**src/rtl/avalon_accum_slave.sv**
```systemverilog
// avalon_accum_slave: Avalon-MM slave that accumulates the slide switches
// on each debounced key press, with sticky overflow and level interrupt.
module avalon_accum_slave #(
   parameter int unsigned DEBOUNCE_CYCLES = 500000
) (
   input  logic        clk,
   input  logic        reset_n,
   input  logic [1:0]  avs_address,
   input  logic        avs_read,
   input  logic        avs_write,
   input  logic [31:0] avs_writedata,
   input  logic [3:0]  avs_byteenable,
   output logic [31:0] avs_readdata,
   input  logic [7:0]  sw,
   input  logic        key_n,
   output logic [7:0]  led,
   output logic        irq
);
   localparam int unsigned CW = $clog2(DEBOUNCE_CYCLES + 1);
   localparam logic [CW-1:0] CMAX = CW'(DEBOUNCE_CYCLES);

   logic [7:0]    sw_s1_q, sw_s2_q;
   logic          key_s1_q, key_s2_q;
   logic [1:0]    fill_q;
   logic [CW-1:0] cnt_q, cnt_d;
   logic          deb_q, deb_d, deb_last_q;
   logic          arm_q, arm_d;
   logic [15:0]   acc_q, acc_d;
   logic [15:0]   count_q, count_d;
   logic          ovf_q, ovf_d;
   logic          ien_q, ien_d;
   logic          irq_q, irq_d;
   logic [31:0]   rdata_q, rdata_d;
   logic [31:0]   rmux;
   logic [16:0]   sum;
   logic          press, ovf_set, ovf_clr;
   logic          wr_acc, wr_stat, wr_cnt;
   logic          unused_in;

   assign unused_in = ^{avs_writedata[31:16], avs_byteenable[3:2]};

   assign wr_acc  = avs_write & (avs_address == 2'd0);
   assign wr_stat = avs_write & (avs_address == 2'd2);
   assign wr_cnt  = avs_write & (avs_address == 2'd3);

   always_comb begin
      cnt_d = '0;
      deb_d = deb_q;
      if (key_s2_q != deb_q) begin
         if (cnt_q == CMAX) deb_d = key_s2_q;
         else               cnt_d = cnt_q + CW'(1);
      end
   end

   // A key held through reset must be seen released before it may count.
   assign arm_d = arm_q | (fill_q[1] & key_s2_q);
   assign press = deb_last_q & ~deb_q & arm_q;
   assign sum   = {1'b0, acc_q} + {9'b0, sw_s2_q};

   always_comb begin
      acc_d   = acc_q;
      ovf_set = 1'b0;
      if (wr_acc) begin
         if (avs_byteenable[0]) acc_d[7:0]  = avs_writedata[7:0];
         if (avs_byteenable[1]) acc_d[15:8] = avs_writedata[15:8];
      end else if (press) begin
         acc_d   = sum[15:0];
         ovf_set = sum[16];
      end
   end

   assign ovf_clr = wr_stat & avs_byteenable[0] & avs_writedata[0];
   assign ovf_d   = ovf_set | (ovf_q & ~ovf_clr);
   assign ien_d   = (wr_stat & avs_byteenable[0]) ? avs_writedata[1] : ien_q;
   assign count_d = (wr_cnt ? 16'h0 : count_q) + {15'b0, press};
   assign irq_d   = ovf_d & ien_d;

   always_comb begin
      rmux = '0;
      unique case (avs_address)
         2'd0: rmux = {16'h0, acc_q};
         2'd1: rmux = {24'h0, sw_s2_q};
         2'd2: rmux = {29'h0, deb_q, ien_q, ovf_q};
         2'd3: rmux = {16'h0, count_q};
         default: rmux = '0;
      endcase
   end

   assign rdata_d = avs_read ? rmux : rdata_q;

   always_ff @(posedge clk or negedge reset_n) begin
      if (!reset_n) begin
         sw_s1_q    <= '0;
         sw_s2_q    <= '0;
         key_s1_q   <= 1'b1;
         key_s2_q   <= 1'b1;
         fill_q     <= '0;
         cnt_q      <= '0;
         deb_q      <= 1'b1;
         deb_last_q <= 1'b1;
         arm_q      <= 1'b0;
         acc_q      <= '0;
         count_q    <= '0;
         ovf_q      <= 1'b0;
         ien_q      <= 1'b0;
         irq_q      <= 1'b0;
         rdata_q    <= '0;
      end else begin
         sw_s1_q    <= sw;
         sw_s2_q    <= sw_s1_q;
         key_s1_q   <= key_n;
         key_s2_q   <= key_s1_q;
         fill_q     <= {fill_q[0], 1'b1};
         cnt_q      <= cnt_d;
         deb_q      <= deb_d;
         deb_last_q <= deb_q;
         arm_q      <= arm_d;
         acc_q      <= acc_d;
         count_q    <= count_d;
         ovf_q      <= ovf_d;
         ien_q      <= ien_d;
         irq_q      <= irq_d;
         rdata_q    <= rdata_d;
      end
   end

   assign avs_readdata = rdata_q;
   assign led          = acc_q[7:0];
   assign irq          = irq_q;

endmodule

```
**config.mk**
```make
export PLATFORM = sky130hd
export DESIGN_NAME = avalon_accum_slave
export DESIGN_NICKNAME = d
export VERILOG_FILES = /design/src/rtl/avalon_accum_slave.sv
export SDC_FILE = /design/constraint.sdc
export NUM_CORES = 1
export LEC_CHECK = 0
export BUFFER_PORTS_ARGS = -buffer_cell sky130_fd_sc_hd__buf_2
export CORE_MARGIN = 2
export CORE_UTILIZATION = 46
export DETAILED_ROUTE_END_ITERATION = 8
export PLACE_DENSITY = 0.71
export SYNTH_ARGS = -nofsm -noshare
export SYNTH_HDL_FRONTEND = slang
export SYNTH_SLANG_ARGS = --single-unit
```
**constraint.sdc**
```tcl
create_clock -name clk -period 2.2 [get_ports clk]
set_clock_uncertainty 0.1 [all_clocks]
set_input_delay 0.22 -clock clk [delete_from_list [all_inputs] [get_ports clk]]
set_output_delay 0.22 -clock clk [all_outputs]
set_load 0.03 [all_outputs]
```
==> metrics <==
number of unique standard cell types used by synthesis=53; worst hold margin=41.9 ps; Clock Tree Buf Depth=2; Pwr per Cell Area=762 nW/um^2; number of synthesized flops with an enable pin=0; depth of the worst hold-timing path=3; main flop type after synthesis=sky130_fd_sc_hd__dfrtp_1; Simple-Gate Fraction of Synth Area=17.5%; WL per Instance=14.6 microns; first-pass GRT wire length=16,800 microns; synthesized netlist cell count=452; register-to-register setup slack=10 ps; share of the synthesized area in compound gates (AO/OA/AOI/OAI)=11.2%; fin util=56.6%; required time of the worst setup path=2410 ps; half-perimeter wire length after placement=7270 microns; DRT iter0 DRCs=206; met1 GRT Util=25.2%; die width=104 microns; adder-cell area share of the yosys netlist=3.70%; worst-path cell with the longest stage delay=sky130_fd_sc_hd__dfrtp_1; largest family of logic cells by synthesized area=simple AND/OR/NAND/NOR gates; portion of synthesized cell area occupied by the leading cell type=48.5%; Chip Height=104 microns; GP Congestion=0.881; vias after detailed routing=3,502; endpoint of the worst-slack reg-to-reg timing path=irq; sum of buffers and inverters on the critical path=2; fraction of final layout cells with drive strength greater than 1=25.3%; Post-layout nets=605; RR Startpoint=acc_q[0]; VDD IR max=0.391 mV; largest area contributor in the netlist=sky130_fd_sc_hd__dfrtp_1; Worst Reg2Reg Path Length in Cells=10; via density per instance=5.16; clock transition at the registers of the reported paths=90 ps; Final Critical Period=2190 ps; Routed Wire Length=9940 microns; endpoint type of the worst setup path=register; Total Neg Setup Slack=0 ps; Core Region=9730 sq um; CTS sink count=93; Top delay family on crit path=compound AO/OA/AOI/OAI gates; number of antenna violations at the first check in global routing=0; clock latency at the later pin of the worst-skew pair=370 ps; Core Rows=36; start point of the critical path=acc_q[0]; I/O pin count=92; ratio of final minimum period to clock period=99.3%; Synth-to-Final Area Change=19.9%; Critical Path Start Type=register; number of buffers created by CTS=9; number of storage elements in the synthesis netlist=93; largest net degree at the start of global routing=43; worst min-delay path class=in2reg; worst-path cell chain=ha_2 > inv_2 > fa_2 > nor2b_4 > o2111ai_4 > a21oi_2 > buf_4 > o21a_4 > a32o_1 > and2_1; DRC violation count after routing=0; xor and xnor area share after synthesis=6.10%; initial cell density of the core=47.2%; root buffer cell=sky130_fd_sc_hd__clkbuf_8; FMAX=0.458 GHz; count of final hold-check violations=0; final setup violating endpoints=0; fraction of met2 tracks used by global routing=31.9%; GRT Total Usage=19.2%; Post-Syn Area per Cell=10.2 sq um; Lkg Pwr=2.53 nW; Critical Path Sink=irq; global route hottest layer=met2; max capacitance violation total=0; antenna-violating nets left=0; endpoint arrival time on the critical path=2400 ps; met3 Track Usage GR=3.32%; Initial DRT Pass Iterations=4; critical path depth=10; via count of the first global-routing pass=3,537; total overflow reported by the global router=0; slowest cell delay on critical path=380 ps; most used standard cell by instance count after synthesis=sky130_fd_sc_hd__dfrtp_1; H-tree depth=3; sequential-to-total area share from yosys stat=50.8%; portion of netlist area occupied by mux cells=4.20%; outcome=complete, no violations; total die area=10,800 sq um; Post-synth top cells=89 x sky130_fd_sc_hd__dfrtp_1, 68 x sky130_fd_sc_hd__nor2_1, 36 x sky130_fd_sc_hd__nand2_1; Ys Warns=0; count of input and output buffers=57; setup repair after global routing missed its margin=yes; cell area after synthesis=4590 sq um; CTS tree=yes; top cells by area in the synthesized netlist=sky130_fd_sc_hd__dfrtp_1 48%, sky130_fd_sc_hd__nor2_1 5.6%, sky130_fd_sc_hd__buf_4 4.1%, sky130_fd_sc_hd__xor2_1 4.0%, sky130_fd_sc_hd__a21oi_1 3.6%; biggest fanout along the worst timing path=4; fraction of registers with async set/reset=100%; diodes inserted=0; crit path kind=reg2reg; Final Slew Violations=0
-- routing by layer --
layer | routed length, microns | vias to the layer above
met5 | 0 | -
met4 | 268 | 0
met3 | 434 | 22
met2 | 4910 | 89
met1 | 4330 | 1688
li1 | - | 1703
-- cells by family after synthesis --
| family | after synthesis |
|---|---|
| adder cells (fa/ha/maj) | 13 |
| other | 2 |
| XOR/XNOR | 32 |
| flip-flops | 93 |
| AO/OA/AOI/OAI | 81 |
| buffers and inverters | 47 |
| multiplexers | 15 |
| AND/OR/NAND/NOR | 169 |
-- worst min-delay path, cell delays in order --
cell                       delay, ps
sky130_fd_sc_hd__buf_2           100
sky130_fd_sc_hd__nor2_1          100
sky130_fd_sc_hd__a311oi_1         60
-- power by group --
| group | total, W | internal, W | switching, W |
|---|---|---|---|
| combinational | 0.00121 | 0.000502 | 0.000712 |
| clock | 0.00103 | 0.000414 | 0.000618 |
| sequential | 0.00195 | 0.00184 | 0.000109 |
| total | 0.00420 | 0.00276 | 0.00144 |
-- per-stage QoR --
step	power, W	setup WS (ps)	cell area (sq um)	instances
after floorplan	0.00276	115	4650	467
after global placement	0.00304	-6.86	5080	647
after detailed placement	0.00307	-105	5080	647
after CTS	0.00416	9.52	5430	678
after global routing	0.00444	-101	5510	679
final	0.00420	14.8	5510	679
-- state kept, by name, indices dropped and copies added (netlist names) --
| signal | cells |
|---|---|
| ovf_q | 1 |
| avs_readdata | 16 |
| irq | 1 |
| acc_q | 16 |
| key_s2_q | 1 |
| key_s1_q | 1 |
| arm_q | 1 |
| cnt_q | 19 |
| sw_s2_q | 8 |
| deb_q | 1 |
| sw_s1_q | 8 |
| deb_last_q | 1 |
| ien_q | 1 |
| count_q | 16 |
| fill_q | 2 |
-- repair_timing --
item                                   CTS  global route
pin swaps                                2             5
setup endpoints to repair                5            14
buffers inserted                         1             1
endpoints found under the hold margin   41             0
resized for setup                        6            13
hold buffers                            14             0
-- cells in the final DEF, fill, tap and decap left out, types with 3 or more instances in the layout --
master / count
sky130_fd_sc_hd__a211oi_1: 5
sky130_fd_sc_hd__a211oi_2: 3
sky130_fd_sc_hd__a21o_1: 5
sky130_fd_sc_hd__a21oi_1: 29
sky130_fd_sc_hd__a21oi_2: 4
sky130_fd_sc_hd__a22oi_1: 8
sky130_fd_sc_hd__and2_1: 6
sky130_fd_sc_hd__and3_1: 6
sky130_fd_sc_hd__buf_2: 56
sky130_fd_sc_hd__buf_4: 29
sky130_fd_sc_hd__clkbuf_8: 9
sky130_fd_sc_hd__conb_1: 17
sky130_fd_sc_hd__dfrtp_1: 89
sky130_fd_sc_hd__dfstp_2: 4
sky130_fd_sc_hd__dlygate4sd3_1: 14
sky130_fd_sc_hd__ha_1: 10
sky130_fd_sc_hd__inv_1: 8
sky130_fd_sc_hd__mux2_2: 4
sky130_fd_sc_hd__mux2i_1: 8
sky130_fd_sc_hd__mux4_2: 3
sky130_fd_sc_hd__nand2_1: 36
sky130_fd_sc_hd__nand2b_1: 3
sky130_fd_sc_hd__nand3_1: 19
sky130_fd_sc_hd__nand4_1: 7
sky130_fd_sc_hd__nor2_1: 67
sky130_fd_sc_hd__o211ai_1: 4
sky130_fd_sc_hd__o21ai_0: 10
sky130_fd_sc_hd__o22ai_1: 3
sky130_fd_sc_hd__or3_1: 3
sky130_fd_sc_hd__xnor2_1: 11
sky130_fd_sc_hd__xor2_1: 21
-- worst min path at each step --
stage	startpoint	to	slack, ps
after floorplan	reset_n	acc_q[0]	-180
after detailed placement	reset_n	avs_readdata[1]	70
after global placement	reset_n	avs_readdata[2]	70
after global routing	avs_writedata[9]	acc_q[9]	70
after CTS	avs_writedata[13]	acc_q[13]	20
final	avs_writedata[9]	acc_q[9]	40
-- area by class of cell --
type | instances | area (sq um)
fill | 861 | 4220
tap | 133 | 166
multi-input combinational | 327 | 2120
timing repair buffer | 101 | 678
sequential | 93 | 2330
clock buffer | 9 | 124
clock inverter | 7 | 51.3
inverter | 9 | 33.8
(Power assumes the default switching activity.)
